<file path="src/rtl/qam_mapper_param.sv">
// qam_mapper_param: serialises WORD_W-bit payload words into 1/2/4/6-bit symbols
// (BPSK/QPSK/16QAM/64QAM), Gray-maps them to signed I/Q amplitudes and streams
// them out over a valid/ready interface with backpressure.
//
// Optional feature: define QAM_SCRAMBLE_EN to XOR every consumed payload bit with
// an additive x^7+x^4+1 LFSR (seed 7'h7F, persists across words).
//
// Ports:
//   clk, rst          clock; asynchronous active-low reset
//   s_data/s_valid    input payload word and its valid
//   s_ready           word accepted this cycle (combinational, zero-bubble)
//   mode              0=BPSK 1=QPSK 2=16QAM 3=64QAM, 4-7 illegal; sampled on accept
//   m_i/m_q           signed I/Q sample
//   m_valid/m_ready   output stream handshake
//   m_last            final symbol of the current word
//   error             sticky illegal-mode flag
module qam_mapper_param #(
  parameter int unsigned WORD_W = 32,
  parameter int unsigned IQ_W   = 16,
  parameter int          SCALE  = 2048
) (
  input  logic                   clk,
  input  logic                   rst,
  input  logic [WORD_W-1:0]      s_data,
  input  logic                   s_valid,
  output logic                   s_ready,
  input  logic [2:0]             mode,
  output logic signed [IQ_W-1:0] m_i,
  output logic signed [IQ_W-1:0] m_q,
  output logic                   m_valid,
  input  logic                   m_ready,
  output logic                   m_last,
  output logic                   error
);

  localparam int unsigned CNT_W   = $clog2(WORD_W + 1);
  localparam int unsigned N_BPSK  = WORD_W;
  localparam int unsigned N_QPSK  = WORD_W / 2;
  localparam int unsigned N_16QAM = WORD_W / 4;
  localparam int unsigned N_64QAM = WORD_W / 6;

  typedef enum logic {IDLE, SEND} state_t;

  state_t                   state, state_d;
  logic [WORD_W-1:0]        shreg, shreg_d;
  logic [2:0]               bps, bps_d;
  logic [CNT_W-1:0]         cnt, cnt_d;
  logic                     mv_d, ml_d, err_d;
  logic signed [IQ_W-1:0]   mi_d, mq_d;

  logic                     hs, last_hs, accept, mode_ok;
  logic [2:0]               mode_bps, src_bps;
  logic [WORD_W-1:0]        src_word;
  logic [5:0]               sym_bits;
  logic [CNT_W-1:0]         src_last;
  logic signed [IQ_W-1:0]   sym_i, sym_q;

`ifdef QAM_SCRAMBLE_EN
  logic [6:0]               lfsr, lfsr_d, lfsr_adv, lfsr_tmp;
  logic                     lfsr_fb;
`endif

  // Gray-coded axis field (zero-extended to 3 bits) -> signed amplitude
  function automatic logic signed [IQ_W-1:0] amp(input logic [2:0] g, input int k);
    logic [2:0] idx;
    int         lvl;
    idx = g ^ (g >> 1) ^ (g >> 2);
    lvl = 2 * int'(idx) - ((1 << k) - 1);
    return IQ_W'(lvl * SCALE);
  endfunction

  assign hs      = m_valid & m_ready;
  assign last_hs = hs & m_last;
  // Open for a new word when idle, or on the final handshake for zero-bubble streaming
  assign s_ready = rst & ((state == IDLE) | last_hs);
  assign accept  = s_ready & s_valid;
  assign mode_ok = ~mode[2];

  // Bits per symbol for the requested mode
  always_comb begin
    mode_bps = 3'd0;
    case (mode)
      3'd0:    mode_bps = 3'd1;
      3'd1:    mode_bps = 3'd2;
      3'd2:    mode_bps = 3'd4;
      3'd3:    mode_bps = 3'd6;
      default: mode_bps = 3'd0;
    endcase
  end

  // Next symbol source: fresh word on accept, otherwise the shifted residue
  always_comb begin
    src_word = accept ? s_data : shreg;
    src_bps  = accept ? mode_bps : bps;
    src_last = '0;
    case (src_bps)
      3'd1:    src_last = CNT_W'(N_BPSK - 1);
      3'd2:    src_last = CNT_W'(N_QPSK - 1);
      3'd4:    src_last = CNT_W'(N_16QAM - 1);
      3'd6:    src_last = CNT_W'(N_64QAM - 1);
      default: src_last = '0;
    endcase
  end

`ifdef QAM_SCRAMBLE_EN
  // Additive scrambler: advance once per consumed bit of the current symbol
  always_comb begin
    lfsr_tmp = lfsr;
    lfsr_fb  = 1'b0;
    sym_bits = src_word[5:0];
    for (int i = 0; i < 6; i++) begin
      if (3'(i) < src_bps) begin
        lfsr_fb     = lfsr_tmp[6] ^ lfsr_tmp[3];
        sym_bits[i] = src_word[i] ^ lfsr_fb;
        lfsr_tmp    = {lfsr_tmp[5:0], lfsr_fb};
      end
    end
    lfsr_adv = lfsr_tmp;
  end
`else
  assign sym_bits = src_word[5:0];
`endif

  // Constellation mapping: I from the low half of the symbol, Q from the high half
  always_comb begin
    sym_i = '0;
    sym_q = '0;
    case (src_bps)
      3'd1: begin
        sym_i = amp({2'b00, sym_bits[0]}, 1);
      end
      3'd2: begin
        sym_i = amp({2'b00, sym_bits[0]}, 1);
        sym_q = amp({2'b00, sym_bits[1]}, 1);
      end
      3'd4: begin
        sym_i = amp({1'b0, sym_bits[1:0]}, 2);
        sym_q = amp({1'b0, sym_bits[3:2]}, 2);
      end
      3'd6: begin
        sym_i = amp(sym_bits[2:0], 3);
        sym_q = amp(sym_bits[5:3], 3);
      end
      default: begin
        sym_i = '0;
        sym_q = '0;
      end
    endcase
  end

  // Next-state and registered-output logic
  always_comb begin
    state_d = state;
    shreg_d = shreg;
    bps_d   = bps;
    cnt_d   = cnt;
    mv_d    = m_valid;
    ml_d    = m_last;
    mi_d    = m_i;
    mq_d    = m_q;
    err_d   = error;
`ifdef QAM_SCRAMBLE_EN
    lfsr_d  = lfsr;
`endif
    if (accept) begin
      if (mode_ok) begin
        state_d = SEND;
        mv_d    = 1'b1;
        cnt_d   = '0;
        ml_d    = (src_last == '0);
        shreg_d = src_word >> src_bps;
        bps_d   = mode_bps;
        mi_d    = sym_i;
        mq_d    = sym_q;
`ifdef QAM_SCRAMBLE_EN
        lfsr_d  = lfsr_adv;
`endif
      end else begin
        // Illegal mode: word is swallowed, nothing emitted
        err_d   = 1'b1;
        state_d = IDLE;
        mv_d    = 1'b0;
        ml_d    = 1'b0;
      end
    end else if (last_hs) begin
      state_d = IDLE;
      mv_d    = 1'b0;
      ml_d    = 1'b0;
    end else if (hs) begin
      cnt_d   = cnt + CNT_W'(1);
      ml_d    = ((cnt + CNT_W'(1)) == src_last);
      shreg_d = src_word >> src_bps;
      mi_d    = sym_i;
      mq_d    = sym_q;
`ifdef QAM_SCRAMBLE_EN
      lfsr_d  = lfsr_adv;
`endif
    end
  end

  // State and output registers
  always_ff @(posedge clk or negedge rst) begin
    if (!rst) begin
      state   <= IDLE;
      shreg   <= '0;
      bps     <= '0;
      cnt     <= '0;
      m_valid <= 1'b0;
      m_last  <= 1'b0;
      m_i     <= '0;
      m_q     <= '0;
      error   <= 1'b0;
`ifdef QAM_SCRAMBLE_EN
      lfsr    <= 7'h7F;
`endif
    end else begin
      state   <= state_d;
      shreg   <= shreg_d;
      bps     <= bps_d;
      cnt     <= cnt_d;
      m_valid <= mv_d;
      m_last  <= ml_d;
      m_i     <= mi_d;
      m_q     <= mq_d;
      error   <= err_d;
`ifdef QAM_SCRAMBLE_EN
      lfsr    <= lfsr_d;
`endif
    end
  end

endmodule
</file>
<file path="config.mk">
export PLATFORM = sky130hd
export DESIGN_NAME = qam_mapper_param
export DESIGN_NICKNAME = d
export VERILOG_FILES = /design/src/rtl/qam_mapper_param.sv
export SDC_FILE = /design/constraint.sdc
export NUM_CORES = 1
export LEC_CHECK = 0
export CELL_PAD_IN_SITES_DETAIL_PLACEMENT = 1
export CELL_PAD_IN_SITES_GLOBAL_PLACEMENT = 1
export CORE_MARGIN = 3
export CORE_UTILIZATION = 36
export DETAILED_ROUTE_END_ITERATION = 12
export PLACE_DENSITY = 0.77
export SLEW_MARGIN = 10
export SYNTH_ARGS = -nofsm -noshare
export SYNTH_HDL_FRONTEND = slang
export SYNTH_SLANG_ARGS = --single-unit
</file>
<file path="constraint.sdc">
create_clock -name clk -period 2.02 [get_ports clk]
set_input_delay 0.606 -clock clk [delete_from_list [all_inputs] [get_ports clk]]
set_output_delay 0.606 -clock clk [all_outputs]
set_load 0.02 [all_outputs]
</file>
# Yosys cells after proc, flatten, opt, wreduce, memory -nomap -nowiden
# Cells that the tools add are included.
dict set report totals {
  register_bits 76
  input_bits 39
}
dict set report op_classes {
  n_addsub 7
  n_eq_ne 10
  shift 1
  mux 29
  bitwise_logic 13
  n_reduce_logical 9
}
# operator count
set op_table {}
lappend op_table {{$mux 32} 5}
lappend op_table {{$mux 16} 8}
lappend op_table {{$pmux 16 s3} 2}
lappend op_table {{$shr 32x3->32} 1}
lappend op_table {{$mux 6} 4}
lappend op_table {{$pmux 5 s4} 1}
lappend op_table {{$pmux 3 s4} 1}
lappend op_table {{$sub 4x3->5 const B} 2}
lappend op_table {{$eq 3x2->1 const B} 3}
lappend op_table {{$sub 3x2->4 const B} 2}
lappend op_table {{$mux 1} 7}
lappend op_table {{$add 6x1->6 const B} 1}
lappend op_table {{$eq 3x1->1 const B} 2}
lappend op_table {{$eq 3x3->1 const B} 2}
lappend op_table {{$eq 6x5->1} 1}
lappend op_table {{$logic_not 6->1} 1}
lappend op_table {{$sub 2x1->3 const B} 2}
lappend op_table {{$xor 3x1->3} 2}
lappend op_table {{$xor 3x2->3} 2}
lappend op_table {{$and 1x1->1} 4}
lappend op_table {{$reduce_and 2->1} 2}
lappend op_table {{$reduce_bool 2->1} 2}
lappend op_table {{$xor 2x1->2} 2}
lappend op_table {{$logic_not 3->1} 1}
lappend op_table {{8 further kinds} 9}

# Logic depth before layout (Yosys ltp)
# Gate-level depths: netlist of the first run.
dict set report logic_depth {
  word_depth 13
  mapped_depth 10
  mapped_depth_nobuf 7
}

# Worst setup path before layout of the first run
# Ideal clock, no wire load.
dict set report synth_path {
  kind {in2reg}
  startpoint {input m_ready}
  endpoint {register shreg[26]}
  t_arrival_ns 2.199
  setup_slack_ns -0.301
  stages 10
  path_buffers 3
  cell_sequence {buf_6 > a21bo_4 > nand3_4 > buf_6 > buf_6 > mux2i_1 > mux2i_1 > mux2_2 > a221oi_2 > nor2_1}
}
dict set report synth_via {
  elab_chain_len 10
  elab_cells_between_ends 16
}
# item line_no
set synth_rtl {}
lappend synth_rtl {{from (decl)} 31} ;# input logic m_ready,
lappend synth_rtl {{$and 1x1->1 (*)} 72} ;# assign hs = m_valid & m_ready;
lappend synth_rtl {{$and 1x1->1} 73} ;# assign last_hs = hs & m_last;
lappend synth_rtl {{$or 1x1->1} 75} ;# assign s_ready = rst & ((state == IDLE) | last_hs);
lappend synth_rtl {{$and 1x1->1} 75}
lappend synth_rtl {{$and 1x1->1} 76} ;# assign accept = s_ready & s_valid;
lappend synth_rtl {{$mux 32 or $mux 3 (tied branches)} {93, 94}}
lappend synth_rtl {{$shr 32x3->32} {171, 192}}
lappend synth_rtl {{$mux 32} 189} ;# end else if (hs) begin
lappend synth_rtl {{$mux 32} 185} ;# end else if (last_hs) begin
lappend synth_rtl {{$mux 32} 165} ;# if (accept) begin
lappend synth_rtl {{to (signal assigned)} 218} ;# shreg <= shreg_d;
lappend synth_rtl {{to (decl)} 45} ;# logic [WORD_W-1:0] shreg, shreg_d;
# Every way passes the cells marked *; elsewhere a longest branch is shown, timed or not. The select of a mux whose other input is x is not followed.
# A chain may end at the register's enable or synchronous reset.

# Final worst setup path of the first run
dict set report layout_path {
  startpoint {register m_last}
  endpoint {register m_last}
}
dict set report layout_via {
  elab_chain_len 11
  elab_cells_between_ends 17
}
# item line_no
set layout_rtl {}
lappend layout_rtl {{from (decl)} 32} ;# output logic m_last,
lappend layout_rtl {{from (signal assigned)} 222} ;# m_last <= ml_d;
lappend layout_rtl {{$and 1x1->1 (*)} 73}
lappend layout_rtl {{$or 1x1->1} 75}
lappend layout_rtl {{$and 1x1->1} 75}
lappend layout_rtl {{$and 1x1->1} 76}
lappend layout_rtl {{$mux 3} 94} ;# src_bps = accept ? mode_bps : bps;
lappend layout_rtl {{$eq 3x3->1 (tied with other cells)} 96} ;# case (src_bps)
lappend layout_rtl {{$pmux 5 s4} 96}
lappend layout_rtl {{$eq 6x5->1} 191} ;# ml_d = ((cnt + CNT_W'(1)) == src_last);
lappend layout_rtl {{$mux 1} 189}
lappend layout_rtl {{$mux 1} 185}
lappend layout_rtl {{$mux 1} 165}
# Marked as above.

==> results of run 1 <==
stage by stage:
| step | setup slack (ns) | util [%] | hold WS, ns | instances | cell area, sq um |
|---|---|---|---|---|---|
| CTS | -0.144 | 57.6 | 0.206 | 693 | 6050 |
| detailed placement | -0.964 | 47.9 | 0.455 | 652 | 5030 |
| finish | -0.411 | 63.7 | 0.211 | 709 | 6690 |
| global placement | -0.828 | 47.9 | 0.447 | 652 | 5030 |
| global route | -0.523 | 63.7 | 0.193 | 709 | 6690 |
| floorplan | -0.237 | - | 0.310 | 451 | 4120 |
power groups by stage:
stage | registers (uW) | clock network, uW | logic, uW
4_1_cts | 1800 | 664 | 6700
3_5_place_dp | 1780 | 0 | 5250
6_report | 1880 | 663 | 8680
3_3_place_gp | 1750 | 0 | 5050
2_1_floorplan | 1820 | 0 | 3240
5_1_grt | 1920 | 732 | 8970
per-layer routing:
metal,vias to the layer above,track usage [%]
met5,-,0
met4,0,16.2
met3,91,4.91
met2,318,48.2
met1,2262,33.6
li1,1819,-
state kept, by name (all words and copies together) (netlist names):
register,flops
bps,3
cnt,6
error,1
m_i,4
m_last,1
m_q,4
shreg,32
state,1
cell type report:
cell class              count  area share (%)
flip-flops and latches     52            19.4
well taps                 136            2.54
inverters                   1          0.0561
repair buffers            166            26.1
multi-input cells         346            50.4
clock inverters             1           0.112
clock buffers               7            1.29
worst paths after layout:
| kind | from | to | slack [ns] | cells past startpoint |
|---|---|---|---|---|
| max in group asynchronous | rst | shreg[7] | 0.92 | 3 |
| worst min register to register | m_q[11] | m_q[11] | 0.51 | 2 |
| worst min-delay path | rst | state | 0.21 | 2 |
| worst max-delay path | m_last | m_last | -0.41 | 9 |
| worst max register to register | m_last | m_last | -0.41 | 9 |
| min in group clk | m_q[11] | m_q[11] | 0.51 | 2 |
layout by cell type, fill, tap and decap left out, types with 7 or more instances in the layout:
cell	instances
a21oi_1	7
nand3_1	9
o21ai_0	9
mux2i_4	34
and3_4	7
buf_6	16
conb_1	22
a21oi_4	7
mux2i_2	32
o221ai_1	13
nor2_1	10
clkdlybuf4s50_1	43
nand2_1	65
mux2i_1	12
buf_4	75
buf_12	15
dfrtp_1	52
a21oi_2	10
o221ai_2	12
o21ai_1	8
logic make-up after synthesis:
family | Yosys count
AOI/OAI and AO/OA | 97
xor gates and xnor gates | 12
adders and majority gates | 1
buffers and inverters | 55
DFF | 52
muxes | 81
other | 1
and+or+nand+nor | 131
timing repair:
| item | in CTS | in global routing |
|---|---|---|
| gates cloned | 7 | 2 |
| resized for setup | 151 | 93 |
| endpoints found under the setup margin | 43 | 42 |
| setup buffers | 26 | 15 |
| pin swaps | 33 | 26 |
==> results by stage, run 1 <==
Drt:
- For this block, wires on met1 add up to 7.79 mm.
- The length of routed met3 wiring is approximately 1.5 mm.
- The final routed DRC violation total is 0.
- The count of TritonRoute iterations in the first routing pass is 5.
- Wire segments on met2 add up to approximately 10 mm in the final route.
- Using the TritonRoute via totals, the vias-per-cell ratio works out to approximately 6.3.
- The number of DRC markers in iteration 0 is 367.
- The routed length per placed instance is between 20 and 30 um.
- The count of nets left with antenna violations once routing finished came out at 0.
- The total detailed-routing wirelength is around 21 mm.
- The via count is approximately 4500.
- The highest layer used for signal routing is met4.

CTS:
- In this run the deepest clock path goes through 2 buffers.
- The number of levels in the clock H-tree is 2.
- The number of hold buffers added after CTS was 0.
- The TritonCTS buffer count is 5.
- The root cell of the clock tree is clkbuf_8.
- The clock drives 52 sinks.
- TritonCTS built the clock tree.
- The insertion delay to the later sink of the worst-skew pair is about 0.32 ns.
- After clock tree synthesis, the clock-pin slew on the worst setup and hold paths is 0.10 ns.

Logic synthesis:
- The synthesized netlist devotes between 10% and 20% of its cell area to simple gates.
- The area share of the largest cell type after synthesis is between 30% and 40%.
- Summing the areas of all fa, ha and maj instances in the mapped netlist gives less than 1% of the synthesized area.
- The cell area that synthesis handed to floorplanning was around 4000 sq um.
- The count of flip-flops with a built-in enable after synthesis is 0.
- During synthesis, Yosys emitted a total of 0 warnings.
- The largest family of logic cells by synthesized area is multiplexers.
- The sequential fraction of the synthesis area is 32.9%.
- The synthesized design spends more area on one cell type than any other, namely dfrtp_1.
- The post-synthesis area per instance is between 9 and 10 sq um.
- The leading cell type by number of instances after synthesis is mux2i_1.
- In the synthesized netlist the async set-or-reset flop fraction comes to 100%.
- The top flip-flop cell by instance count after synthesis is dfrtp_1.
- Of the post-synthesis cell area, the part taken by muxes is between 20% and 30%.
- The synthesis-stage register bit count is 52.
- The number of distinct library cell variants in the gate-level netlist after synthesis is 53.
- The cell count after synthesis is 430.
- Of the total synthesized cell area, the portion taken by XOR and XNOR cells is under 10%.
- By area the synthesized netlist is led by dfrtp_1 33%, mux2i_1 19%, nand2_1 7.0%.
- Summing the areas of all compound-gate instances in the mapped netlist gives roughly 17% of the synthesized area.
- By count the netlist is led by 77 x mux2i_1, 74 x nand2_1, 52 x dfrtp_1.

Place:
- The count of buffers inserted at the top-level ports is 52.
- The half-perimeter wire length after placement is between 9 and 10 mm.
- The weighted congestion at the end of routability-driven global placement is approximately 0.85.

STA:
- The worst-case headroom to the max-slew limit is between 50% and 60%.
- The fraction of the cycle the final worst path needs is 120%.
- The final-layout setup total negative slack is -8.97 ns.
- The final max-slew violation count is 0.
- The transition time at the pin with the least slew margin is 0.715 ns.
- Derived from the worst setup path, the maximum achievable clock frequency is slightly above 400 MHz.
- The final period demand of the worst path is 2.43 ns.
- The number of endpoints with negative hold slack in the final report came to 0.
- Setup violations remaining at the end of the flow were counted as 38.
- The worst path setup slack after routing is -0.411 ns.
- Setup repair after global routing could not meet its margin everywhere.
- The maximum clock skew at final layout is around 0.016 ns.

Power and ir drop:
- The power density relative to cell area is 1680 nW/um^2.
- The internal power is about 5700 uW.
- Combinational logic is responsible for 77.3% of the overall power.
- The switching share of power is between 40% and 50%.
- Per report_power, the clock group accounts for around 5.9% of the total.
- In this run the static leakage power is about 0.0028 uW.
- The worst-case IR drop observed on VDD is roughly 0.00067 V.
- The share of power burned in registers is 16.8%.
- Overall power consumption after layout is estimated at between 10000 and 15000 uW.
- In this run the power spent charging and discharging nets is 5580 uW.

Setup path:
- In this design, the stage delay of the slowest critical-path cell is 0.43 ns.
- The endpoint type of the worst setup path is a register.
- The category of the worst setup path launch point is a register.
- Counting both buffers and inverters, the worst setup path holds a total of 2.
- Traced cell by cell, the critical path runs through buf_6 -> a21boi_4 -> buf_4 -> nor2_2 -> a21o_2 -> nor3_1 -> o211ai_1 -> a211oi_2 -> o22a_1.
- The worst setup path is of the register to register kind.
- The cell family contributing the most delay on the critical path is compound AO/OA/AOI/OAI gates.
- The cell with the biggest individual delay on the critical path is dfrtp_1.
- The worst endpoint data arrival time is 2.69 ns.
- The maximum fanout encountered on the critical timing path is 4.
- The data required time of the worst path is approximately 2.3 ns.

Floorplanning:
- The initial core utilization is between 30% and 40%.
- The die span in y is between 100 and 150 um.
- The total I/O pin count is between 70 and 80.
- In this run the standard cell core region covers roughly 11000 sq um.
- The floorplan die area is approximately 12000 sq um.
- The row count is 37.
- The horizontal die dimension is around 110 um.

Final layout:
- The sequential cell area in the final layout is between 1000 and 1500 sq um.
- In the final layout, the multi-input gates occupy between 3000 and 4000 sq um.
- The filler cells instantiated in the layout total between 1000 and 1500.
- The number of nets at the end of the flow is roughly 610.
- The layout-stage area growth over the synthesis result is 69.2%.
- The number of antenna diodes in the final layout is 0.
- In the final layout, the share of cells above drive strength 1 is 48.0%.

Global routing:
- After global routing the overflow that remains totals 0.
- Global routing used 28.3% of the available tracks.
- The number of antenna violations at the first check in global routing is 0.
- The first-pass GRT wire length is 27.6 mm.
- The number of global-route vias before repair is 4687.
- Entering global routing, the biggest net connects 52 pins.

Worst hold path:
- The worst min-delay path class is input port to asynchronous set/reset pin.

Run status:
- The run finished, with violations left.
- The final reports fail on setup timing.

Job:
- Across the run, the number of max-cap violations was 0.
No activity file was read; power rests on OpenSTA's default activity.
==> run 2: changes to the inputs <==
--- a/config.mk
+++ b/config.mk
@@ -10,7 +10,7 @@
 export CORE_MARGIN = 3
 export CORE_UTILIZATION = 36
 export DETAILED_ROUTE_END_ITERATION = 12
-export PLACE_DENSITY = 0.77
+export PLACE_DENSITY_LB_ADDON = 0.1
 export SLEW_MARGIN = 10
 export SYNTH_ARGS = -nofsm -noshare
 export SYNTH_HDL_FRONTEND = slang
==> run 2 against run 1 <==
Clock skew down 0.0055 ns; the flow still finishes with violations (setup timing); largest power group unchanged; largest cell class unchanged; core utilization down 1.3 points; cell count down 0.28%; critical endpoint is now shreg[5]; hold slack better by 0.030 ns; combinational power down 6.8%; routed wire length down 19%; first-iteration DRC count down 41%; sequential cell count unchanged; highest routed layer unchanged; via count down 8.9%.
==> results by stage, run 2 (same netlist as run 1, synthesis figures left out) <==
Final layout:
- Compared with the post-synthesis result, the final layout area differs by 65.6%.
- Leaving out filler cells and counting taps, the final layout contains 707.
- 0 antenna diodes ended up in the layout.
- After routing the design area is ~6600 sq um.
- The library cell used most frequently in the layout, excluding fill and tap cells, is buf_4.
- The net count of the finished layout is 611.
- Of the cells placed in the final design, the portion with a size suffix greater than 1 is 44.7%.
- The register with the most flip-flops in the layout has 32 of them.
- The library cells used most frequently in the layout, excluding fill and tap cells, are 77 x buf_4, 70 x nand2_1, 52 x dfrtp_1.
- In the final layout, the registers with the most flip-flops are shreg (32), cnt (6).
- The register ranked first by flip-flop count is shreg.
- The final cell utilization of the core is between 60% and 70%.

STA:
- The number of endpoints with negative hold slack in the final report was 0.
- The worst path setup slack after routing is -0.359 ns.
- The final max-slew violation count came to 0.
- The maximum clock frequency is approximately 420 MHz.
- The tightest hold path in the finished design has a slack of roughly 0.24 ns.
- On the final layout, the worst clock skew is approximately 0.010 ns.
- Setup violations remaining at the end of the flow were counted as between 40 and 50.
- The worst path in the final design needs a cycle of about 2.4 ns, including I/O delays and setup.
- Setup repair after global routing could not meet its margin everywhere.
- In this run the tightest slew margin relative to its limit is roughly 67%.
- Of the available clock period, the critical path in the final layout requires 118%.
- The transition time at the pin with the least slew margin is roughly 0.48 ns.

Floorplanning:
- The initial core utilization is a little under two fifths.
- The horizontal die dimension is ~110 um.
- After floorplanning, the core was sized to cover approximately 11000 sq um.
- The die span in y is roughly 110 um.
- After floorplanning, the core was divided into 37 placement rows.
- The total I/O pin count is 75.
- The die covers between 10000 and 15000 sq um.

Drt:
- The via count is 4090.
- The count of nets left with antenna violations once routing finished came out at 0.
- The total detailed-routing wirelength is 16.9 mm.
- The first routing iteration left between 200 and 250 violations.
- After detailed routing, the average wire length per cell comes to 23.9 um.
- In the routed layout, each cell is associated on average with a via count of 5.79.
- The final routed DRC violation total is 0.
- The first detailed-routing pass took 4 iterations.

Setup path:
- The data required time of the worst path is around 2.3 ns.
- The endpoint type of the worst setup path is a register.
- The number of buffer and inverter instances along the worst setup path is 5.
- The category of the worst setup path launch point is an input port.
- The most common cell type on the critical path is buf_4.
- The largest stage delay on the critical path is 0.30 ns.
- The kind of cell adding the most delay to the critical path is buffers and inverters.
- The signal on the critical path passes through clkdlybuf4s15_2 -> a21boi_4 -> nor2_4 -> mux2i_4 -> buf_6 -> buf_12 -> buf_4 -> mux2i_2 -> mux2i_1 -> buf_4 -> o221ai_2.
- The cell with the biggest individual delay on the critical path is mux2i_4.
- The critical path start-end classification is input port to register.
- Of all nets on the critical path, the largest fanout is 10.
- The worst endpoint data arrival time is 2.63 ns.

Place:
- At the end of routability-driven placement, the weighted congestion stood at slightly below 0.8.
- Port buffering added 52 buffers.
- Once placement finished, the instance area stood at roughly 5100 sq um.
- The half-perimeter wire length after placement is between 9 and 10 mm.
- The number of cells in the design after placement is 658.

CTS:
- The total number of clock tree sinks is 52.
- Counting along the longest clock path gives a buffer depth of 2.
- The later pin in the worst-skew pair is clocked with a latency of about 0.34 ns.
- The hold buffer count at cts is 0.
- The root cell of the clock tree is clkbuf_8.
- The TritonCTS buffer count is 5.
- The H-tree was split into 2 levels.
- The register clock-pin slew on the reported worst setup and hold paths is about 0.10 ns.
- TritonCTS built the clock tree.

Global routing:
- Global routing used approximately a quarter of the available tracks.
- The number of global-route vias before repair is about 4200.
- The pin count of the biggest net entering global routing is 30.
- The total overflow left after global routing is 0.
- The number of antenna violations at the first check in global routing is 0.
- The first-pass GRT wire length is ~24 mm.

Power and ir drop:
- The worst voltage drop across the vdd grid is 0.000725 V.
- Summed over all cells, the static leakage comes to between 0.002 and 0.003 uW.
- The power density relative to cell area is 1610 nW/um^2.

Run status:
- The checks that failed: setup timing.
- The run finished, with violations left.

Job:
- The reported max-cap violation count is 0.

Worst hold path:
- In this run the worst hold path is classified as input port to asynchronous set/reset pin.
==> run 2: cell types whose count changed in the layout (fill, tap and decap cells not counted), moves of 3 or more <==
cell and delta:
nand2_4 -3, mux2i_1 +5, o21ai_4 -3, o21ai_0 +4
nand2_1 +5, mux2i_4 +3, buf_6 -4, mux2i_2 -8
==> run 2: per-stage QoR <==
step / power (uW) / worst slack, ns / setup TNS [ns]
global route: 11100 / -0.439 / -10.48
CTS: 8990 / -0.137 / -3.75
global placement: 6990 / -0.809 / -31.14
floorplan: 5060 / -0.237 / -5.82
finish: 10500 / -0.359 / -7.75
detailed placement: 7110 / -0.871 / -33.53
==> run 2: worst paths after layout <==
check / startpoint / to / slack, ns / cells after the start
min in group clk: error / error / 0.47 / 1
min reg2reg: error / error / 0.47 / 1
max in group asynchronous: rst / shreg[4] / 1.24 / 3
max reg2reg: state / shreg[5] / -0.35 / 10
min: rst / bps[0] / 0.24 / 2
max: m_ready / shreg[5] / -0.36 / 11
==> run 2: metal layers <==
layer | track usage (%) | up-vias | part of all wire (%)
met5 | 0 | - | 0
met4 | 10.0 | 0 | 4.0
met3 | 3.28 | 44 | 4.4
met2 | 43.0 | 128 | 51
met1 | 31.9 | 2106 | 41
li1 | - | 1812 | -
==> run 2: report_power, final <==
group,leakage [uW],switching (uW),internal (uW)
clock network,0.0000410,396,238
registers,0.000664,377,1440
logic,0.00204,4190,3890
==> run 2: final cells by class <==
| type | instances | area (sq um) |
|---|---|---|
| sequential | 52 | 1300 |
| inverter | 1 | 3.75 |
| clock inverter | 1 | 5.00 |
| timing repair buffer | 165 | 1750 |
| tap | 136 | 170 |
| clock buffer | 6 | 72.6 |
| multi-input combinational | 346 | 3250 |
| fill | 1092 | 3960 |
==> run 2: what timing repair did <==
item                       4_1_cts  5_1_grt
gates resized for setup        107       93
setup buffers                   24        9
setup endpoints to repair       43       42
pin swaps                       32       20
cloned                           8        1
==> run 3: changes to the inputs <==
--- a/config.mk
+++ b/config.mk
@@ -10,6 +10,7 @@
 export CORE_MARGIN = 3
 export CORE_UTILIZATION = 36
 export DETAILED_ROUTE_END_ITERATION = 12
+export GPL_ROUTABILITY_DRIVEN = 0
 export PLACE_DENSITY_LB_ADDON = 0.1
 export SLEW_MARGIN = 10
 export SYNTH_ARGS = -nofsm -noshare
==> results of run 3 <==
Same layout as run 2: the final DEF is identical, and so are final timing and power.
